--- src/rtl/fp_convert_unsigned_pipe_pkg.sv ---
// fp_convert_unsigned_pipe_pkg
//   Shared types and constants for the unsigned FP32 <-> uint32 convert pipe.
//   fpu_op_t     : FPU opcode enumeration (includes FPU_CVTWUS / FPU_CVTSWU)
//   cvt_flags_t  : {nv, nx} exception flags
//   cvt_class_t  : operand class decoded in S1
package fp_convert_unsigned_pipe_pkg;

  localparam int          DATA_WIDTH        = 32;
  localparam logic [7:0]  FP32_BIAS         = 8'd127;
  localparam logic [7:0]  FP32_EXP_MAX      = 8'hFF;
  localparam logic [31:0] UINT32_MAX        = 32'hFFFF_FFFF;
  // Biased exponent of 2^32: anything at or above this saturates a uint32.
  localparam logic [7:0]  FP32_EXP_2P32     = 8'd159;
  // Biased exponent of 2^31, the exponent of a normalized uint32 with lzc=0.
  localparam logic [7:0]  FP32_EXP_UINT_TOP = 8'd158;

  typedef enum logic [3:0] {
    FPU_ADD    = 4'd0,
    FPU_SUB    = 4'd1,
    FPU_MUL    = 4'd2,
    FPU_FMA    = 4'd3,
    FPU_CVTWS  = 4'd4,
    FPU_CVTSW  = 4'd5,
    FPU_CVTWUS = 4'd6,
    FPU_CVTSWU = 4'd7
  } fpu_op_t;

  typedef struct packed {
    logic nv;
    logic nx;
  } cvt_flags_t;

  typedef struct packed {
    logic zero;
    logic nan;
    logic inf;
    logic neg;
  } cvt_class_t;

endpackage

--- src/rtl/fp_convert_unsigned_pipe_lzc32.sv ---
// lzc32
//   Combinational 32-bit leading-zero count.
//   value : input word
//   count : number of leading zeros, 32 when value is all zero
module lzc32
  (
    input  logic [31:0] value,
    output logic [5:0]  count
  );

  // Ascending scan so the highest set bit is the last one to assign.
  always_comb begin
    count = 6'd32;
    for (int i = 0; i < 32; i++) begin
      if (value[i]) count = 6'(31 - i);
    end
  end

endmodule

--- src/rtl/fp_convert_unsigned_pipe.sv ---
// fp_convert_unsigned_pipe
//   Two-stage FP32 <-> uint32 converter.
//     FPU_CVTWUS : FP32 -> uint32, truncate toward zero, saturating
//     FPU_CVTSWU : uint32 -> FP32, round to nearest even
//   S1 registers operand class, fields and leading-zero count; S2 registers
//   the final result. Latency 2, throughput 1, full backpressure.
//   Ports:
//     clk, rst                 clock, async active-high reset
//     in_valid/in_ready        input handshake (in_ready is combinational
//                              from out_ready; no skid buffer)
//     in_op, in_operand, in_tag  operation, operand bits, opaque tag
//     out_valid/out_ready      output handshake
//     out_result, out_tag      converted value and its tag
//     out_flags                {NV, NX}
//   Build option: define FP_CVT_FLAGS_EN to compute and deliver NV/NX;
//   otherwise out_flags is constant zero and no flag logic exists.
module fp_convert_unsigned_pipe
  import fp_convert_unsigned_pipe_pkg::*;
  #(
    parameter int TAG_WIDTH = 8
  )
  (
    input  logic                  clk,
    input  logic                  rst,
    input  logic                  in_valid,
    output logic                  in_ready,
    input  fpu_op_t               in_op,
    input  logic [DATA_WIDTH-1:0] in_operand,
    input  logic [TAG_WIDTH-1:0]  in_tag,
    output logic                  out_valid,
    input  logic                  out_ready,
    output logic [DATA_WIDTH-1:0] out_result,
    output logic [TAG_WIDTH-1:0]  out_tag,
    output logic [1:0]            out_flags
  );

  logic s1_valid;
  logic s1_adv;
  logic s2_adv;

  assign s2_adv   = !out_valid || out_ready;
  assign s1_adv   = !s1_valid || s2_adv;
  assign in_ready = s1_adv;

  // ---------------- S1 decode ----------------
  logic [5:0]  lzc_in;
  cvt_class_t  cls_in;
  logic [7:0]  exp_in;
  logic [22:0] man_in;

  assign exp_in = in_operand[30:23];
  assign man_in = in_operand[22:0];

  lzc32 u_lzc (
    .value (in_operand),
    .count (lzc_in)
  );

  always_comb begin
    cls_in = '0;
    if (in_op == FPU_CVTSWU) begin
      cls_in.zero = (in_operand == '0);
    end else begin
      cls_in.neg  = in_operand[31];
      cls_in.zero = (exp_in == 8'd0) && (man_in == '0);
      cls_in.nan  = (exp_in == FP32_EXP_MAX) && (man_in != '0);
      cls_in.inf  = (exp_in == FP32_EXP_MAX) && (man_in == '0);
    end
  end

  fpu_op_t                s1_op;
  logic [DATA_WIDTH-1:0]  s1_operand;
  logic [TAG_WIDTH-1:0]   s1_tag;
  logic [5:0]             s1_lzc;
  cvt_class_t             s1_cls;

  always_ff @(posedge clk or posedge rst) begin
    if (rst) begin
      s1_valid   <= 1'b0;
      s1_op      <= FPU_ADD;
      s1_operand <= '0;
      s1_tag     <= '0;
      s1_lzc     <= '0;
      s1_cls     <= '0;
    end else if (s1_adv) begin
      s1_valid <= in_valid;
      if (in_valid) begin
        s1_op      <= in_op;
        s1_operand <= in_operand;
        s1_tag     <= in_tag;
        s1_lzc     <= lzc_in;
        s1_cls     <= cls_in;
      end
    end
  end

  // ---------------- S2 compute ----------------
  logic [7:0]  s1_exp;
  logic [4:0]  wus_e;
  logic [31:0] wus_sig;
  logic [31:0] wus_shifted;
  logic [31:0] wus_res;
  logic [30:0] norm_frac;
  logic        guard;
  logic        sticky;
  logic        round_up;
  logic [23:0] mant_r;
  logic [7:0]  exp_r;
  logic [31:0] swu_res;
  logic [31:0] res_d;

  assign s1_exp  = s1_operand[30:23];
  // Unbiased exponent is only needed for 127..158, where (exp - 127) mod 32
  // equals exp[4:0] + 1.
  assign wus_e   = s1_operand[27:23] + 5'd1;
  assign wus_sig = {8'd0, 1'b1, s1_operand[22:0]};

  always_comb begin
    if (wus_e >= 5'd23) wus_shifted = wus_sig << (wus_e - 5'd23);
    else                wus_shifted = wus_sig >> (5'd23 - wus_e);
  end

  always_comb begin
    if (s1_cls.nan)                   wus_res = UINT32_MAX;
    else if (s1_cls.inf)              wus_res = s1_cls.neg ? '0 : UINT32_MAX;
    else if (s1_exp < FP32_BIAS)      wus_res = '0;
    else if (s1_cls.neg)              wus_res = '0;
    else if (s1_exp >= FP32_EXP_2P32) wus_res = UINT32_MAX;
    else                              wus_res = wus_shifted;
  end

  // Leading one sits at bit 31 after normalization and is dropped.
  assign norm_frac = 31'(s1_operand << s1_lzc);
  assign guard     = norm_frac[7];
  assign sticky    = |norm_frac[6:0];
  assign round_up  = guard && (sticky || norm_frac[8]);
  assign mant_r    = {1'b0, norm_frac[30:8]} + {23'd0, round_up};
  // Mantissa carry-out leaves mant_r[22:0] zero and bumps the exponent.
  assign exp_r     = FP32_EXP_UINT_TOP - {2'b00, s1_lzc} + {7'd0, mant_r[23]};
  assign swu_res   = {1'b0, exp_r, mant_r[22:0]};

  always_comb begin
    res_d = '0;
    case (s1_op)
      FPU_CVTWUS: res_d = wus_res;
      FPU_CVTSWU: res_d = s1_cls.zero ? '0 : swu_res;
      default:    res_d = '0;
    endcase
  end

  always_ff @(posedge clk or posedge rst) begin
    if (rst) begin
      out_valid  <= 1'b0;
      out_result <= '0;
      out_tag    <= '0;
    end else if (s2_adv) begin
      out_valid <= s1_valid;
      if (s1_valid) begin
        out_result <= res_d;
        out_tag    <= s1_tag;
      end
    end
  end

`ifdef FP_CVT_FLAGS_EN
  // NV is fully known from the operand class, so it is resolved in S1.
  logic       nv_in;
  logic       s1_nv;
  logic       nx_d;
  cvt_flags_t flags_q;

  always_comb begin
    nv_in = 1'b0;
    if (in_op == FPU_CVTWUS) begin
      nv_in = cls_in.nan || cls_in.inf ||
              (cls_in.neg && (exp_in >= FP32_BIAS)) ||
              (exp_in >= FP32_EXP_2P32);
    end
  end

  always_ff @(posedge clk or posedge rst) begin
    if (rst)                      s1_nv <= 1'b0;
    else if (s1_adv && in_valid)  s1_nv <= nv_in;
  end

  always_comb begin
    nx_d = 1'b0;
    case (s1_op)
      FPU_CVTWUS: begin
        if (s1_cls.nan || s1_cls.inf)       nx_d = 1'b0;
        else if (s1_exp < FP32_BIAS)        nx_d = !s1_cls.zero;
        else if (s1_cls.neg)                nx_d = 1'b0;
        else if (s1_exp >= FP32_EXP_2P32)   nx_d = 1'b0;
        else if (wus_e < 5'd23)
          nx_d = |(wus_sig & ((32'd1 << (5'd23 - wus_e)) - 32'd1));
        else                                nx_d = 1'b0;
      end
      FPU_CVTSWU: nx_d = guard || sticky;
      default:    nx_d = 1'b0;
    endcase
  end

  always_ff @(posedge clk or posedge rst) begin
    if (rst) begin
      flags_q <= '0;
    end else if (s2_adv && s1_valid) begin
      flags_q.nv <= s1_nv;
      flags_q.nx <= nx_d;
    end
  end

  assign out_flags = flags_q;
`else
  assign out_flags = 2'b00;
`endif

endmodule

--- config.mk ---
export PLATFORM = sky130hd
export DESIGN_NAME = fp_convert_unsigned_pipe
export DESIGN_NICKNAME = d
export VERILOG_FILES = /design/src/rtl/fp_convert_unsigned_pipe_pkg.sv /design/src/rtl/fp_convert_unsigned_pipe_lzc32.sv /design/src/rtl/fp_convert_unsigned_pipe.sv
export SDC_FILE = /design/constraint.sdc
export NUM_CORES = 1
export LEC_CHECK = 0
export ABC_CLOCK_PERIOD_IN_PS = 4650
export CORE_ASPECT_RATIO = 0.8
export CORE_UTILIZATION = 45
export CTS_CLUSTER_SIZE = 30
export DETAILED_ROUTE_END_ITERATION = 12
export HOLD_SLACK_MARGIN = 0.03
export PLACE_DENSITY_LB_ADDON = 0.1
export SYNTH_ARGS = -nofsm -noshare
export SYNTH_HDL_FRONTEND = slang
export SYNTH_SLANG_ARGS = --single-unit
--- constraint.sdc ---
create_clock -name clk -period 4.65 [get_ports clk]
set_clock_uncertainty 0.2 [all_clocks]
set_input_delay 0.93 -clock clk [delete_from_list [all_inputs] [get_ports clk]]
set_output_delay 0.93 -clock clk [all_outputs]
set_load 0.01 [all_outputs]
* After elaboration in Yosys (flattened, before gate mapping)
Cells that the tools add are included.
Cells by class: add/sub/neg operators 6, magnitude comparators 3, equal/unequal tests 4, shifts and indexed selects 3, multiplexer cells 43, reductions and logical operators 16
Operators with widths (number):
- 2-to-1 mux 32 bit | 7
- 2-to-1 mux 6 bit | 32
- case mux 32 bit (2 select lines) | 1
- zero test 32 bit | 1
- left shift 24 x 5 -> 32 bit | 1
- left shift 32 x 6 -> 31 bit | 1
- >> shifter 24 x 5 -> 32 bit | 1
- 2-to-1 mux 31 bit | 1
- adder 23 x 1 -> 24 bit | 1
- zero test 23 bit | 1
- nonzero test 23 bit | 1
- == test 4 x 3 -> 1 bit, second input constant | 3
- adder 8 x 1 -> 8 bit | 1
- == test 8 bit, second input constant | 1
- greater-or-equal comparator 8 bit, second input constant | 1
- zero test 8 bit | 1
- less-than comparator 8 x 7 -> 1 bit, second input constant | 1
- subtractor 8 x 6 -> 8 bit, first input constant | 1
- OR reduction 7 bit | 1
- adder 5 x 1 -> 5 bit, second input constant | 1
- greater-or-equal comparator 5 bit, second input constant | 1
- subtractor 5 bit, first input constant | 1
- subtractor 5 bit, second input constant | 1
- logical AND 1 bit | 4
- 5 further kinds | 9
Storage, ports and cells: register bits 96, input bits 48, word-level logic and storage cells 87

* Longest topological paths before layout
word-level depth 32, gate-level depth with buffers 17, depth with buffers taken out 14

* By module
A second synthesis with hierarchy kept.
Unflattened totals: cells, all modules 1175, area total of the unflattened synthesis 10531.4 sq um
Modules (own cells, without submodules):
- fp_convert_unsigned_pipe | instances 1, cells an instance 1110, area each 10163.5 sq um, sequential area each 2377.3 sq um
- lzc32 | instances 1, cells an instance 65, area each 367.9 sq um, sequential area each 0.0 sq um

* Worst setup path after synthesis
No wires, ideal clock.
kind register -> register, from register s1_operand[23], to register out_result[22], setup time 0.118 ns, data arrival time 4.255 ns, required time 4.332 ns, path slack 0.077 ns, cell stages (with the launch flop) 17, cells stage by stage dfrtp_1 -> buf_1 -> inv_1 -> buf_1 -> clkbuf_1 -> ha_1 -> clkbuf_1 -> buf_2 -> buf_1 -> buf_1 -> mux4_2 -> mux2i_1 -> mux2i_1 -> a2bb2oi_1 -> o211ai_1 -> a221o_1 -> a21o_1
Between the ends: word-level cells in the longest chain between the ends 10, elaborated cells on any way between the ends 21
RTL lines:
- start: declaration | line fp_convert_unsigned_pipe.sv:72 | logic [DATA_WIDTH-1:0] s1_operand;
- start signal: assignment | line fp_convert_unsigned_pipe.sv:89 | s1_operand <= in_operand;
- adder 5 x 1 -> 5 bit | line fp_convert_unsigned_pipe.sv:115 | assign wus_e = s1_operand[27:23] + 5'd1;
- subtractor 5 bit (on tied branches) | line fp_convert_unsigned_pipe.sv:120, fp_convert_unsigned_pipe.sv:119
- >> shifter 24 x 5 -> 32 bit or left shift 24 x 5 -> 32 bit (tied branches) | line fp_convert_unsigned_pipe.sv:120, fp_convert_unsigned_pipe.sv:119
- 2-to-1 mux 32 bit | line fp_convert_unsigned_pipe.sv:119 | if (wus_e >= 5'd23) wus_shifted = wus_sig << (wus_e - 5'd23);
- 2-to-1 mux 32 bit | line fp_convert_unsigned_pipe.sv:128 | else if (s1_exp >= FP32_EXP_2P32) wus_res = UINT32_MAX;
- 2-to-1 mux 32 bit | line fp_convert_unsigned_pipe.sv:127 | else if (s1_cls.neg) wus_res = '0;
- 2-to-1 mux 32 bit | line fp_convert_unsigned_pipe.sv:126 | else if (s1_exp < FP32_BIAS) wus_res = '0;
- 2-to-1 mux 32 bit | line fp_convert_unsigned_pipe.sv:125 | else if (s1_cls.inf) wus_res = s1_cls.neg ? '0 : UINT32_MAX;
- 2-to-1 mux 32 bit | line fp_convert_unsigned_pipe.sv:124 | if (s1_cls.nan) wus_res = UINT32_MAX;
- case mux 32 bit (2 select lines) (*) | line fp_convert_unsigned_pipe.sv:144 | case (s1_op)
- end signal: assignment | line fp_convert_unsigned_pipe.sv:159 | out_result <= res_d;
- end: declaration | line fp_convert_unsigned_pipe.sv:32 | output logic [DATA_WIDTH-1:0] out_result,
Mark *: on every way between the ends. The rest lies on a longest branch, timed or not. A chain may end at the register's enable or synchronous reset.

* Final worst setup path
from register s1_operand[4], to register out_result[28]
Between the ends: word-level cells in the longest chain between the ends 8, elaborated cells on any way between the ends 16
RTL lines:
- left shift 32 x 6 -> 31 bit (tied with other cells) | line fp_convert_unsigned_pipe.sv:133 | assign norm_frac = 31'(s1_operand << s1_lzc);
- OR reduction 7 bit or 2-to-1 mux 32 bit (tied branches) | line fp_convert_unsigned_pipe.sv:135, fp_convert_unsigned_pipe.sv:119
- logical OR 1 bit or 2-to-1 mux 32 bit (tied branches) | line fp_convert_unsigned_pipe.sv:136, fp_convert_unsigned_pipe.sv:128
- logical AND 1 bit or 2-to-1 mux 32 bit (tied branches) | line fp_convert_unsigned_pipe.sv:136, fp_convert_unsigned_pipe.sv:127
- adder 23 x 1 -> 24 bit or 2-to-1 mux 32 bit (tied branches) | line fp_convert_unsigned_pipe.sv:137, fp_convert_unsigned_pipe.sv:126
- adder 8 x 1 -> 8 bit or 2-to-1 mux 32 bit (tied branches) | line fp_convert_unsigned_pipe.sv:139, fp_convert_unsigned_pipe.sv:125
- 2-to-1 mux 31 bit or 2-to-1 mux 32 bit (tied branches) | line fp_convert_unsigned_pipe.sv:146, fp_convert_unsigned_pipe.sv:124
- case mux 32 bit (2 select lines) (*) | line fp_convert_unsigned_pipe.sv:144
Marked as above.

==> qor.tcl <==
set qor(period_minus_ws_final_ps) 4420
set qor(final.hold.worst_slack_ps) 266
set qor(die-width_um) 167
set qor(run_status) {finished clean}
set qor(max_capacitance_violation_count) 0
set qor(max_slew.worst_pin.slew_ps) 1040
set qor(grt_first_pass_wirelength_um) 56700
set qor(finalHoldViolations) 0
set qor(h-tree-depth) 3
set qor(postSynth.asyncResetShare) 1.00
set qor(globalRoute.totalOverflow) 0
set qor(synth_sequential_area_ratio) 0.242
set qor(critical-path-max-stage-delay_ps) 690
set qor(final_nets) 1258
set qor(net_switching_power_of_the_design_w) 0.00227
set qor(core_area_sq_um) 21100
set qor(cts_root_buf) {clkbuf_16}
set qor(cts_made_buffers) 9
set qor(grt_usage) 0.336
set qor(wl_per_cell_um) 25.3
set qor(initial_core_util) 0.467
set qor(timing.critical_path.to_type) {register}
set qor(synthToLayoutAreaGrowth_pct) 17.4
set qor(relative_max_transition_margin) 0.302
set qor(finish.utilization) 0.548
set qor(placementRows) 47
set qor(critical_path.cell_chain) {mux4_2 > mux2_2 > nand2_1 > or3b_4 > or3_4 > nor4_2 > nand2_1 > or4_1 > ha_1 > nand3_1 > nor2_1 > xor2_1 > a221oi_1 > nor2_1}
set qor(die_area_sq_um) 22400
set qor(hold_class) {reg -> reg}
set qor(power_frac_seq) 0.229
set qor(post_route_cells_drive_above_1_share) 0.192
set qor(ir_worst_vdd_mv) 0.206
set qor(cts_tree) {done}
set qor(max_freq_mhz) 226
set qor(worstPathArrival_ps) 4480
set qor(rsz0062_at_grt) {false}
set qor(cellLeakagePower_nw) 4.60
set qor(totalPowerFinal_w) 0.00476
set qor(dp_slack_ps) 159
set qor(clock_power_share) 0.163
set qor(antenna_cells) 0
set qor(postLayoutSetupSlackWorst_ps) 229
set qor(route.met2.wl_um) 15100
set qor(finalWeightedCongestion) 1.04
set qor(post_synth_top_flop) {dfrtp_1}
set qor(antenna_violating_nets_post_route) 0
set qor(final_common_cell) {nand2_1}
set qor(setup.worst_path.class) {reg -> reg}
set qor(power.share.switching) 0.476
set qor(number_of_vias_in_the_routed_layout) 9760
set qor(firstDrtPassIters) 6
set qor(first_global_vias) 8769
set qor(power.internal_w) 0.00249
set qor(dp.final_hpwl_um) 29000
set qor(powerDensity_nw_per_um2) 413
set qor(grt_max_degree) 82
set qor(clockBufferDepth) 2
set qor(totalWireLength_um) 37300
set qor(holdBufCountCts) 0
set qor(final_cell_mix) {nand2_1, dfrtp_1, mux2i_1}
set qor(timing.critical_path.required_ps) 4710
set qor(met3_wirelength_um) 4190
set qor(grt_antenna_before_repair) 0
set qor(clock_latency_on_the_worst_skew_pair_ps) 370
set qor(synth_area_per_cell_sq_um) 8.70
set qor(drt_drc_violations_left) 0
set qor(synth_enable_flop_cells) 0
set qor(detail_route.vias_per_cell) 6.62
set qor(portBuffers) 89
set qor(floorplan.die.height_um) 134
set qor(ys_seq_elements) 95
set qor(netlist_instances) 1129
set qor(power_frac_comb) 0.608
set qor(startpoint_types) {register}
set qor(yosysWarningCount) 0
set qor(design.portCount) 92
set qor(finalSetupTns_ps) 0
set qor(worst_path_max_delay_cell) {dfrtp_1}
set qor(path_clk_slew_ps) 80
set qor(initialDrtViolationCount) 1328
set qor(syn_area_sq_um) 9820
set qor(setup_viol) 0
set qor(numClockSinks) 95
set qor(timing.final.max_slew_violations) 0
set qor(timing.critical_path.fanout_max) 13
set qor(route.top_layer_used) {met4}
set qor(detail_route.wirelength.met1_um) 17400
set qor(post-route-period-util) 0.951
set qor(num-fill-cells) 2058
set qor(synthDistinctLibCells) 85
## power groups by stage
stage | registers [W] | logic (W) | clock network [W]
floorplan | 0.00103 | 0.00183 | 0
global placement | 0.00110 | 0.00280 | 0
detailed placement | 0.00110 | 0.00278 | 0
CTS | 0.00108 | 0.00279 | 0.000787
global route | 0.00110 | 0.00305 | 0.000817
finish | 0.00109 | 0.00290 | 0.000775
## worst paths after layout
kind                                  endpoint  cells past startpoint  slack (ps)          start
worst max-delay path            out_result[28]                     14         230  s1_operand[4]
worst min-delay path                out_tag[2]                      2         270      s1_tag[2]
worst max register to register  out_result[28]                     14         230  s1_operand[4]
worst min register to register      out_tag[2]                      2         270      s1_tag[2]
max in group asynchronous       s1_operand[18]                      3        2490            rst
min in group asynchronous        out_result[1]                      2         950            rst
## stage by stage
step                cell area (sq um)  std cells
floorplan                        9830       1130
finish                          11500       1475
detailed placement              11200       1458
CTS                             11500       1474
global route                    11500       1475
global placement                11200       1458
## synthesized netlist by cell type (6+ instances only)
| cell type | number | area [sq um] |
|---|---|---|
| a211oi_1 | 7 | 52.6 |
| a21oi_1 | 36 | 180 |
| a221oi_1 | 13 | 114 |
| a22oi_1 | 18 | 135 |
| a31oi_1 | 12 | 75.1 |
| a32oi_1 | 15 | 131 |
| and2_1 | 13 | 81.3 |
| and3_1 | 6 | 37.5 |
| buf_1 | 16 | 60.1 |
| buf_2 | 10 | 50.1 |
| buf_6 | 7 | 78.8 |
| clkbuf_1 | 64 | 240 |
| dfrtp_1 | 95 | 2380 |
| ha_1 | 9 | 113 |
| inv_1 | 22 | 82.6 |
| mux2_2 | 65 | 732 |
| mux2i_1 | 91 | 911 |
| mux4_2 | 45 | 1010 |
| nand2_1 | 171 | 642 |
| nand2b_1 | 16 | 100 |
| nand3_1 | 30 | 150 |
| nand4_1 | 6 | 37.5 |
| nor2_1 | 71 | 267 |
| nor2b_1 | 8 | 50.1 |
| nor3_1 | 20 | 100 |
| nor4_1 | 11 | 68.8 |
| o211ai_1 | 26 | 195 |
| o21ai_0 | 55 | 275 |
| o221ai_1 | 7 | 61.3 |
| o31ai_1 | 14 | 105 |
| or2_2 | 9 | 56.3 |
| or4_1 | 6 | 45.0 |
| xnor2_1 | 19 | 166 |
| xor2_1 | 9 | 78.8 |
## layout make-up
cell class	count	area, sq um	area share
repair buffers	162	1510	0.131
clock buffers	9	225	0.0195
multi-input cells	908	6910	0.599
clock inverters	7	76.3	0.00662
well taps	269	337	0.0292
inverters	25	96.3	0.00835
flip-flops and latches	95	2380	0.207
## worst max-delay path: cells and delay by family, from the launching register on
family                     cells  cell delay [ps]
AOI/OAI and AO/OA              1              300
DFF                            1              690
muxes                          2              580
adders and majority gates      1              220
and+or+nand+nor                9             2180
xor gates and xnor gates       1              140
## metal layers
metal | vias to the layer above | global-route usage
met5 | - | 0
met4 | 0 | 0.0622
met3 | 40 | 0.0829
met2 | 600 | 0.454
met1 | 4728 | 0.530
li1 | 4392 | -
## kinds of logic after synthesis
family                   count (synthesis)  synth area share
XOR/XNOR                                29            0.0266
multiplexers                           203             0.276
flip-flops                              95             0.242
AND/OR/NAND/NOR                        398             0.195
other                                    1          0.000382
AO/OA/AOI/OAI                          267             0.192
buffers and inverters                  127            0.0571
adder cells (fa/ha/maj)                  9            0.0115
## registers in the layout (all words and copies together), names as in the netlist
register / flops
s1_operand: 31
s1_op: 4
s1_cls: 4
s1_lzc: 6
s1_tag: 8
out_result: 32
out_valid: 1
out_tag: 8
s1_valid: 1
## what timing repair did
item                       in CTS  in global routing
setup endpoints to repair       0                  4
setup buffers                   0                  1
resized for setup               0                  2
No activity file was read; power rests on OpenSTA's default activity.
==> patch 1 (config.mk and constraints unchanged) <==
Add a define of `FP_CVT_FLAGS_EN`.
--- a/src/rtl/fp_convert_unsigned_pipe.sv
+++ b/src/rtl/fp_convert_unsigned_pipe.sv
@@ -14,6 +14,8 @@
 //     out_flags                {NV, NX}
 //   Build option: define FP_CVT_FLAGS_EN to compute and deliver NV/NX;
 //   otherwise out_flags is constant zero and no flag logic exists.
+`define FP_CVT_FLAGS_EN
+
 module fp_convert_unsigned_pipe
   import fp_convert_unsigned_pipe_pkg::*;
   #(
Check against the original RTL: not equivalent (Yosys sat finds a counterexample within 4 cycles, from zero or initial values and one cycle with rst high).
==> patch 1 against the original RTL <==
First-iteration DRC count rose by 1.4%. Largest cell class unchanged. Total power rose by 7.3%. Setup slack better by 25 ps. Global-route usage is 1.5 points higher. Sequential cell count increased by 3. Routed wire length is 15% higher. Cell area increased by 9.0%. Via count rose by 15%. Synthesized area increased by 11%.
==> patch 1: results (changes against the original RTL) <==
Status
  – Outcome: completed (unchanged)

Routing
  – Wl on met1: 19,440 um (was 17,420 um)
  – Vias per std cell: 6.624 (was 6.617)
  – First drt pass iteration count: 5 (was 6)
  – 1st-iter DRT viols: 1,346 (was 1,328)
  – Routed length on met3: 4815 um (was 4189 um)
  – Routed length per instance: 25.26 um (was 25.25 um)
  – Met2 WL: 17,360 um (was 15,080 um)
  – Top sig layer: met5 (was met4)

Synthesis
  – Distinct cells, synth: 95 (was 85)
  – Top cells by area, synth: dfrtp_1 (23%), mux4_2 (9.1%), mux2i_1 (8.9%) (was dfrtp_1 (24%), mux4_2 (10%), mux2i_1 (9.3%))
  – Mux cell area share after synthesis: 25.20% (was 27.57%)
  – Compound-Gate Fraction of Synth Area: 21.49% (was 19.19%)
  – Register area share after synthesis: 22.58% (was 24.20%)
  – Flop and latch count out of synthesis: 98 (was 95)
  – Top-area cell type share of the netlist area: 22.58% (was 24.20%)
  – Synth top cells by count: nand2_1 (193), o21ai_0 (100), dfrtp_1 (98), nor2_1 (98), mux2i_1 (97) (was nand2_1 (171), dfrtp_1 (95), mux2i_1 (91))
  – Post-Synth XOR/XNOR Area: 2.787% (was 2.662%)
  – Synth Area in Adders: 1.613% (was 1.146%)

Global routing
  – Number of global-route vias before repair: 10.37k (was 8,769)
  – Met1 Use GR: 51.77% (was 53.01%)
  – First-pass GRT wire length: 64,930 um (was 56,720 um)
  – Initial antenna violation count: 1 (was 0)
  – Largest net degree at the start of global routing: 73 (was 82)
  – Routing usage on met2: 48.35% (was 45.44%)
  – Total GRT Usage: 35.00% (was 33.55%)

Place
  – Dpl cell area: 12,280 sq um (was 11,220 sq um)
  – GP Congestion: 0.9563 (was 1.044)
  – DP HPWL: 32,980 um (was 29,040 um)
  – Pre-CTS setup slack: 116.2 ps (was 158.8 ps)

Finish
  – Fillcell total: 2,290 (was 2,058)
  – Final cell count without fillers: 1,698 (was 1,475)
  – Ratio of cells with drive above 1 in the final layout: 18.04% (was 19.15%)

Power and ir drop
  – Worst vdd ir: 0.1980 mV (was 0.2056 mV)
  – Psw: 2.499 mW (was 2.269 mW)
  – Static Leak: 5.014 nW (was 4.602 nW)

Critical path
  – Crit path DAT: 4430 ps (was 4480 ps)
  – Slowest stage delay, CP: 470 ps (was 690 ps)
patch 1: cell count changes after synthesis, sizes merged, moves of 9 or more:
cell    before  now
o211ai      26   17
a211oi       7   16
nand3       30   49
a21oi       36   67
clkbuf      64   74
nand2      172  193
nor2        71  100
o21ai       57  108
nand4        6   15
patch 1: final timing paths:
path	start	slack, ps	endpoint	cells after the start
worst max-delay path	s1_lzc[0]$_DFFE_PP0P_	250	out_result[25]$_DFFE_PP0P_	18
worst min-delay path	s1_tag[5]$_DFFE_PP0P_	260	out_tag[5]$_DFFE_PP0P_	2
worst max register to register	s1_lzc[0]$_DFFE_PP0P_	250	out_result[25]$_DFFE_PP0P_	18
worst min register to register	s1_tag[5]$_DFFE_PP0P_	260	out_tag[5]$_DFFE_PP0P_	2
max in group asynchronous	rst	2720	s1_operand[23]$_DFFE_PP0P_	3
min in group asynchronous	rst	820	out_result[13]$_DFFE_PP0P_	2
patch 1: cell type report:
class / count / area, sq um / share of cell area [%]
multi-input cells: 1069 / 7754 / 61.70
well taps: 312 / 390.4 / 3.106
flip-flops and latches: 98 / 2456 / 19.54
repair buffers: 177 / 1594 / 12.68
clock inverters: 2 / 15.01 / 0.1195
clock buffers: 14 / 254.0 / 2.021
inverters: 26 / 103.9 / 0.8264
patch 1: power groups by stage:
stage / Clock, mW / Sequential [mW] / Combinational (mW)
final: 0.715 / 1.07 / 3.33
after global routing: 0.759 / 1.08 / 3.53
after global placement: 0 / 1.07 / 3.23
after detailed placement: 0 / 1.08 / 3.21
after CTS: 0.725 / 1.06 / 3.22
after floorplan: 0 / 1.06 / 2.13
patch 1: what timing repair did:
item,in CTS,in global routing
gates resized for setup,0,4
setup buffers,0,0
setup endpoints to repair,0,2
==> patch 2 (same settings) <==
Without the edit above. Change the parameter `TAG_WIDTH` from 8 to 12.
--- a/src/rtl/fp_convert_unsigned_pipe.sv
+++ b/src/rtl/fp_convert_unsigned_pipe.sv
@@ -17,7 +17,7 @@
 module fp_convert_unsigned_pipe
   import fp_convert_unsigned_pipe_pkg::*;
   #(
-    parameter int TAG_WIDTH = 8
+    parameter int TAG_WIDTH = 12
   )
   (
     input  logic                  clk,
Interface: changed (resized in_tag and out_tag); port bits go from 92 to 100. The function was not compared with the original's and may differ.
==> patch 2 against the original RTL <==
Via count fell by 1.5%. Total power is essentially flat. Cell area increased by 1.2%. Synthesized area grew 2.4%. Non-clock buffer count down 13. Routed wire length decreased by 0.23%. Setup slack improved by 270 ps. Sequential cell count grew 8. Critical path type unchanged. Critical endpoint is now out_result[27]$_DFFE_PP0P_.
==> patch 2: results (changes against the original RTL) <==
Status
  – Outcome: completed (unchanged)

Power and ir drop
  – Static Leak: 4.597 nW (was 4.602 nW)
  – Worst vdd ir: 0.1884 mV (was 0.2056 mV)

Timing
  – Hold_ws: 262.6 ps (was 266.2 ps)

Critical path
  – Worst R2R Path Depth: 13 (was 14)
  – Reg2Reg Setup Slack: 500 ps (was 230 ps)
  – Crit path DAT: 4200 ps (was 4480 ps)
  – FF-to-FF End: out_result[27]$_DFFE_PP0P_ (was out_result[28]$_DFFE_PP0P_)

Global routing
  – Met1 Use GR: 49.36% (was 53.01%)
  – Largest net degree at the start of global routing: 85 (was 82)
  – GR Layer Usage met3: 8.706% (was 8.292%)
  – Number of global-route vias before repair: 8,493 (was 8,769)

Synthesis
  – Register area share after synthesis: 25.61% (was 24.20%)
  – Synth top cells by count: nand2_1 (180), dfrtp_1 (103), nor2_1 (69) (was nand2_1 (171), dfrtp_1 (95), mux2i_1 (91))
  – Distinct cells, synth: 89 (was 85)
  – Synth Area in Adders: 1.119% (was 1.146%)
  – Mapped Cells: 1,096 (was 1,129)

Routing
  – Met2 WL: 15,590 um (was 15,080 um)
  – Total wire length: 37,170 um (was 37,250 um)
  – Routed length per instance: 25.42 um (was 25.25 um)
  – Routed length on met3: 4028 um (was 4189 um)
  – First drt pass iteration count: 7 (was 6)

Finish
  – # nets final: 1,218 (was 1,258)

Place
  – DP Cell Count: 1,446 (was 1,458)
  – # port buffers: 97 (was 89)
  – GP Congestion: 0.9757 (was 1.044)

Worst hold path
  – Hold endpoint: out_tag[3]$_DFFE_PP0P_ (was out_tag[2]$_DFFE_PP0P_)
  – Hold wc startpoint: s1_tag[3]$_DFFE_PP0P_ (was s1_tag[2]$_DFFE_PP0P_)
[patch 2: changes by cell type after synthesis, sizes merged, moves of 6 or more]
| cell | change |
|---|---|
| a211oi | +7 |
| a21oi | +10 |
| and2 | -10 |
| clkbuf | -7 |
| dfrtp | +8 |
| mux2 | -14 |
| mux2i | -23 |
| mux4 | +26 |
| nand2 | +8 |
| nor3 | -6 |
| o211ai | -8 |
[patch 2: per-stage QoR]
step                      setup WS, ps  cell area [sq um]  utilization [%]
after global routing             264.3              11670            53.69
final                            501.2              11670            53.69
after floorplan                  686.3              10070                -
after detailed placement         611.8              11380            52.35
after CTS                        602.4              11670            53.69
after global placement           637.9              11380            52.35
[patch 2: report_power, final]
group / total, mW / switching (mW) / internal [mW] / leakage, nW
Sequential: 1.22 / 0.207 / 1.01 / 1.28
Combinational: 2.78 / 1.63 / 1.14 / 3.17
Clock: 0.770 / 0.394 / 0.377 / 0.141
Total: 4.77 / 2.24 / 2.53 / 4.60
[patch 2: cells by family (layout without fill, tap and decap cells)]
family                     count (synthesis)  in the layout
adders and majority gates                  9              9
muxes                                    192            192
DFF                                      103            103
buffers and inverters                    122            187
AOI/OAI and AO/OA                        260            260
other                                      1              2
xor gates and xnor gates                  28             28
and+or+nand+nor                          381            381
[patch 2: final cells by class]
cell class / instances / area, sq um
sequential: 103 / 2581
tap: 300 / 375.4
fill: 2072 / 10070
clock inverter: 7 / 66.31
inverter: 22 / 85.08
timing repair buffer: 149 / 1399
clock buffer: 9 / 225.2
multi-input combinational: 872 / 6942
[patch 2: critical path: stages (launching register included)]
cell	delay, ps
dfrtp_2	650
mux4_1	680
a222oi_1	640
o221ai_1	320
or2b_2	310
nor4_4	50
nand3_1	90
or3b_1	110
ha_1	160
ha_1	200
nand3_1	100
xor2_1	150
a221oi_1	280
nand2_1	80
